### src/rtl/branch_pkg.sv
// Shared types and constants for the branch controller: FSM state encoding,
// branch opcodes, the halt word and the relative-offset table.
package branch_pkg;

  typedef enum logic [1:0] {
    ST_IDLE  = 2'd0,
    ST_RUN   = 2'd1,
    ST_FLUSH = 2'd2,
    ST_HALT  = 2'd3
  } state_t;

  localparam logic [2:0] OP_BRZ    = 3'b110;
  localparam logic [2:0] OP_BNZ    = 3'b101;
  localparam logic [8:0] HALT_WORD = 9'h1FF;

  // Two's complement offsets, entry 15 in the MSB slot down to entry 0.
  localparam logic [15:0][7:0] OFFSET_LUT = {
    8'hFF, 8'hFE, 8'hFD, 8'hFC, 8'hF8, 8'hF0, 8'hE0, 8'h80,
    8'h7F, 8'h20, 8'h10, 8'h08, 8'h04, 8'h03, 8'h02, 8'h01
  };

endpackage

### src/rtl/branch_lut.sv
// Branch offset lookup: 4-bit index to signed 8-bit relative offset.
// Purely combinational, no state.
module branch_lut
  import branch_pkg::*;
(
  input  logic [3:0] idx,
  output logic [7:0] offset
);

  assign offset = OFFSET_LUT[idx];

endmodule

### src/rtl/branch_ctrl.sv
// Branch controller: run/flush/halt sequencing, registered zero flag and
// executed-cycle counter; branch outputs are combinational from Instr in RUN.
module branch_ctrl
  import branch_pkg::*;
(
  input  logic        Clk,
  input  logic        Reset,
  input  logic        Start,
  input  logic [8:0]  Instr,
  input  logic        AluZero,
  input  logic        FlagWe,
  output logic        BranchRel,
  output logic        Zero,
  output logic [7:0]  Target,
  output logic        InstrValid,
  output logic        Done,
  output logic [15:0] CycleCnt
);

  state_t      state, state_nxt;
  logic        flag;
  logic [15:0] cnt;
  logic [2:0]  opcode;
  logic        in_run;
  logic        is_branch;
  logic        taken;
  logic [7:0]  lut_offset;

  branch_lut u_lut (
    .idx    (Instr[3:0]),
    .offset (lut_offset)
  );

  assign opcode    = Instr[8:6];
  assign in_run    = (state == ST_RUN);
  assign is_branch = in_run && ((opcode == OP_BRZ) || (opcode == OP_BNZ));
  // Decision uses the registered flag; a same-cycle flag write lands later.
  assign taken     = is_branch && ((opcode == OP_BRZ) ? flag : !flag);

  always_comb begin
    state_nxt  = state;
    BranchRel  = 1'b0;
    Zero       = 1'b0;
    Target     = 8'h00;
    InstrValid = 1'b0;
    Done       = 1'b0;
    case (state)
      ST_IDLE: begin
        if (Start) state_nxt = ST_RUN;
      end
      ST_RUN: begin
        InstrValid = 1'b1;
        BranchRel  = is_branch;
        Zero       = taken;
        Target     = is_branch ? lut_offset : 8'h00;
        if (Instr == HALT_WORD) state_nxt = ST_HALT;
        else if (taken)         state_nxt = ST_FLUSH;
      end
      ST_FLUSH: begin
        state_nxt = ST_RUN;
      end
      ST_HALT: begin
        Done = 1'b1;
        if (Start) state_nxt = ST_RUN;
      end
      default: state_nxt = ST_IDLE;
    endcase
  end

  always_ff @(posedge Clk or negedge Reset) begin
    if (!Reset) state <= ST_IDLE;
    else        state <= state_nxt;
  end

  always_ff @(posedge Clk or negedge Reset) begin
    if (!Reset)                flag <= 1'b0;
    else if (in_run && FlagWe) flag <= AluZero;
  end

  // Cleared on entry to RUN from IDLE/HALT, saturating count while running.
  always_ff @(posedge Clk or negedge Reset) begin
    if (!Reset) begin
      cnt <= 16'h0000;
    end else if (((state == ST_IDLE) || (state == ST_HALT)) && Start) begin
      cnt <= 16'h0000;
    end else if ((in_run || (state == ST_FLUSH)) && (cnt != 16'hFFFF)) begin
      cnt <= cnt + 16'h0001;
    end
  end

  assign CycleCnt = cnt;

endmodule
### config.mk
export PLATFORM = sky130hd
export DESIGN_NAME = branch_ctrl
export DESIGN_NICKNAME = d
export VERILOG_FILES = /design/src/rtl/branch_pkg.sv /design/src/rtl/branch_lut.sv /design/src/rtl/branch_ctrl.sv
export SDC_FILE = /design/constraint.sdc
export NUM_CORES = 1
export LEC_CHECK = 0
export ABC_AREA = 1
export ABC_CLOCK_PERIOD_IN_PS = 1600
export CAP_MARGIN = 20
export CORE_AREA = 4 4 71 60
export CTS_CLUSTER_DIAMETER = 200
export DETAILED_ROUTE_END_ITERATION = 7
export DIE_AREA = 0 0 75 64
export PLACE_DENSITY = 0.85
export REMOVE_ABC_BUFFERS = 1
export SLEW_MARGIN = 40
export SYNTH_ARGS = -nofsm -noshare
export SYNTH_HDL_FRONTEND = slang
export SYNTH_SLANG_ARGS = --single-unit
export TNS_END_PERCENT = 10
### constraint.sdc
create_clock -name Clk -period 1.6 [get_ports Clk]
set_input_delay 0.16 -clock Clk [delete_from_list [all_inputs] [get_ports Clk]]
set_output_delay 0.16 -clock Clk [all_outputs]
set_load 0.02 [all_outputs]
======== After elaboration in Yosys (flattened, before gate mapping) ========
Memories as Yosys holds them, arrays and structs flattened.
Cells that the tools add are included.
cells by class
  reductions and logical operators ........ 13
  add/subtract/negate cells ............... 1
  magnitude comparators ................... 1
  multiplexer cells ....................... 14
  eq/ne operators ......................... 9
operators by type and width
  cell                   count
  $mux 16                2
  $mux 8                 3
  $add 16x1->16 const B  1
  $ne 16x16->1 const B   1
  $eq 9x9->1 const B     1
  $eq 3x3->1 const B     2
  $mux 2                 3
  $pmux 2 s3             1
  $logic_and 1x1->1      5
  $lt 4x5->1 const B     1
  $mux 1                 5
  $eq 2x2->1 const B     2
  $logic_or 1x1->1       3
  $ne 3x1->1 const B     1
  $eq 2x1->1 const B     1
  $logic_not 2->1        1
  $ne 2x1->1 const B     1
  $reduce_and 2->1       1
  $reduce_bool 2->1      1
  $reduce_or 2->1        1
  $logic_not 1->1        1
storage, ports and cells
  word-level logic and storage cells ...... 42
  register bits ........................... 19
  memories ................................ 1
  output and inout bits ................... 28
  memory bits (read-only) ................. 128
memories
  memory           words  bits a word  read ports  clocked after memory_dff  write ports  RTL line          text
  (no name shown)  16     8            1           0                         0            branch_lut.sv:10  assign offset = OFFSET_LUT[idx];

======== Longest topological paths before layout ========
  depth in word-level cells ............... 7
  gate-level depth with buffers ........... 9
  gate-level depth less buffers ........... 9

======== Hierarchy ========
A second synthesis with hierarchy kept.
second synthesis, totals
  cells, all modules ...................... 230
  area total of the unflattened synthesis .. 1458.9 um2
modules (own cells, without submodules)
  module       area an instance (um2)  seq. area each (um2)  cells an instance  times used
  branch_ctrl  1320.0                  475.5                 202                1
  branch_lut   138.9                   0.0                   28                 1

======== Worst setup path after synthesis ========
Ideal clock, no wire load.
  path type ............................... reg-to-output
  from .................................... register state[1]
  to ...................................... output Target[6]
  data arrival time ....................... 2056 ps
  stages on the path, launching flop included .. 7
  setup slack ............................. -616 ps
  cells stage by stage .................... dfrtp_1 -> inv_1 -> ha_1 -> nand2_1 -> nor3_2 -> inv_1 -> nor3b_1
between the ends
  cells in the longest elaborated chain, start to end .. 4
RTL lines
  what                    RTL line                              text
  from (decl)             branch_ctrl.sv:20                     state_t state, state_nxt;
  from (signal assigned)  branch_ctrl.sv:72                     else state <= state_nxt;
  $eq 2x1->1 *            branch_ctrl.sv:35, branch_ctrl.sv:47
  $logic_and 1x1->1       branch_ctrl.sv:36                     assign is_branch = in_run && ((opcode == OP_BRZ) || (opcode == OP_BNZ));
  $mux 8                  branch_ctrl.sv:55                     Target = is_branch ? lut_offset : 8'h00;
  $mux 8 *                branch_ctrl.sv:47                     case (state)
  to (decl)               branch_ctrl.sv:14                     output logic [7:0] Target,
Mark *: on every way between the ends. The rest lies on a longest branch, timed or not.

======== Final worst setup path ========
  from .................................... register state[1]
  to ...................................... output Target[0]
The elaborated chain is that of the path after synthesis.

==> results.json <==
{
  "rows": 20,
  "synthArstFlopShare_pct": 100,
  "status": "finished, violations left",
  "synthSimpleGateAreaFrac_pct": 43.2,
  "cap_violations": 0,
  "worstPathRequired_ns": 1.44,
  "routed_wl_um": 4200,
  "grt_usage_pct": 18.7,
  "violations": "setup timing",
  "synthXorXnorAreaFrac_pct": 1.77,
  "r2r_start": "CycleCnt[0]",
  "grt-ovfl-total": 0,
  "r2r-end": "CycleCnt[13]",
  "ys.warnings.count": 0,
  "finalSetupViolations": 9,
  "cts_buffer_depth": 2,
  "clk-insertion-delay-late_ns": 0.25,
  "synth_fa_ha_area_share_pct": 4.21,
  "ys_types": 26,
  "period_needed_ns": 1.75,
  "r2r_slack_ns": 0.12,
  "powerDensity_mw_per_mm2": 1260,
  "dp_slack_ns": -0.580,
  "fin_nets": 307,
  "irDropWorstVdd_v": 0.00123,
  "ys_ff_latch": 19,
  "synth_compound_area_share_pct": 8.24,
  "hold_class": "in2async",
  "final_util_pct": 60.0,
  "end_kind": "output pin",
  "reg2regPathDepth": 9,
  "instances_no_fill": 331,
  "grt_util_met2_pct": 31.8,
  "busiest_layer": "met2",
  "critPathLaunchType": "flip-flop",
  "diodes": 0,
  "ctsHtreeMaxLevel": 1,
  "start_util_pct": 41.0,
  "fmax_mhz": 571,
  "p_leak_uw": 0.00115,
  "clk_pin_slew_worst_paths_ns": 0.07,
  "synth_top_family_by_area": "simple AND/OR/NAND/NOR gates",
  "period_share_pct": 110,
  "critPathMostFrequentCell": "inv_2",
  "ys_seq_area_share_pct": 32.0,
  "crit_type": "reg2out",
  "yosysMostFrequentCell": "nand2_1",
  "muxShareOfSynthArea_pct": 0,
  "path_max_fanout": 6,
  "first_pass_iters": 4,
  "crit_path_max_incr_delay_ns": 0.40,
  "cts_buffers": 3,
  "tns_ns": -0.887,
  "yosys.area.top_type": "dfrtp_1",
  "syn_area_sq_mm": 0.00149,
  "dp.cells": 326,
  "ys.flop_type": "dfrtp_1",
  "die_w_um": 75,
  "tightest_slew_ns": 0.317,
  "path_cells": "inv_2 > ha_4 > nand2_2 > nor3_4 > inv_2 > nor3_2 > buf_4",
  "crit_start": "state[1]",
  "cts_tree": "yes",
  "drive_gt1_share_pct": 20.2,
  "cts_num_sinks": 19,
  "crit_slowest_cell": "dfrtp_1",
  "synth_area_leaders": "dfrtp_1 (32%), nand2_1 (16%), inv_1 (9.6%)",
  "gp_congestion": 0.893,
  "power_uw": 2750,
  "dp.final_hpwl_um": 3290,
  "cts-root-buf": "clkbuf_8",
  "rsz0062_at_grt": "true",
  "core_sq_mm": 0.00363,
  "synth_common_cells": "nand2_1 (62), inv_1 (38), nor2_1 (25)",
  "area_growth_pct": 46.4,
  "port_buffers": 41,
  "die_h_um": 64,
  "ios": 42,
  "vias": 1652,
  "synth_edf_count": 0,
  "drtAntennaViolNets": 0,
  "grt_pass1_vias": 1566,
  "post_drt_wl_per_cell_um": 12.7,
  "synth_cells": 220,
  "hold_viol": 0,
  "slew_violations": 0,
  "drtIter0Drc": 90,
  "antenna_found_initial": 0,
  "use_met3_pct": 4.40,
  "grt_pass1_wl_um": 7040,
  "ctsHoldBuffers": 0,
  "finalClockSkew_ns": 0.000806,
  "grt_use_met1_pct": 24.3,
  "slew_headroom_pct": 78.7,
  "fin_ws_ns": -0.152,
  "syn_avg_cell_area_sq_um": 6.76,
  "synth_top_area_share_pct": 32.0,
  "drc": 0,
  "avgViaCountPerCell": 4.99,
  "die-area_sq_mm": 0.00480,
  "grt_max_degree": 20,
  "worstPathArrival_ns": 1.59
}
## worst max-delay path: cells and delay by family, from the launching register on
kind,cells,cell delay (ns)
buffers and inverters,3,0.36
and+or+nand+nor,3,0.44
adders and majority gates,1,0.13
DFF,1,0.40
## per-layer routing
layer	routed length, um	up-vias
met3	273	2
li1	-	839
met5	0	-
met2	2060	55
met1	1850	756
met4	17	0
## state kept, by name (all words and copies together) (netlist names)
signal    cells
flag          1
state         2
CycleCnt     16
## what timing repair did
item / CTS / global route
resized for setup: 60 / 7
pin swaps: 1 / 4
buffers inserted: 1 / 0
setup endpoints to repair: 20 / 25
## cell usage in the layout, fill, tap and decap left out, types with 2 or more instances in the layout
cell type,instances
inv_1,36
nand3_1,15
a21oi_1,9
nor2_4,2
buf_2,3
nand4_1,13
nor2_8,3
xor2_1,3
o21ai_0,4
clkbuf_8,3
buf_4,30
nand2_1,61
nor3_2,2
ha_1,3
o21ai_1,5
clkdlybuf4s50_1,29
nor2_1,24
dfrtp_1,19
dlygate4sd2_1,2
nor3_1,2
nand2_2,3
inv_2,2
## kinds of logic (layout without fill, tap and decap cells)
group                    Yosys count  count (layout)
adder cells (fa/ha/maj)            5               5
AO/OA/AOI/OAI                     22              22
XOR/XNOR                           3               3
flip-flops                        19              19
buffers and inverters             40             107
AND/OR/NAND/NOR                  131             131
## worst max path at each step
stage / end / slack (ns) / cells past startpoint
after floorplan: Target[6] / -0.62 / 6
after global placement: Target[3] / -0.52 / 6
after global routing: Target[0] / -0.24 / 7
after detailed placement: Target[6] / -0.58 / 6
final: Target[0] / -0.15 / 7
after CTS: Zero / -0.14 / 8
## per-stage QoR
stage                     hold WS (ns)  area [sq um]
after floorplan                 -0.136          1470
after global placement           0.518          2110
after detailed placement         0.516          2110
after CTS                        0.238          2160
after global routing             0.251          2180
final                            0.228          2180
## where the power goes
part | internal [uW] | switching, uW | leakage, uW
Clock | 177 | 161 | 0.0000228
Sequential | 580 | 97.9 | 0.000250
Combinational | 720 | 1020 | 0.000878
Total | 1480 | 1270 | 0.00115
## cell type report
cell class,instances,area [sq um]
Clock buffer,4,45.0
Fill cell,339,1450
Tap cell,44,55.1
Inverter,38,143
Multi-Input combinational cell,161,901
Timing Repair Buffer,65,559
Sequential cell,19,475
No activity file was read; power rests on OpenSTA's default activity.
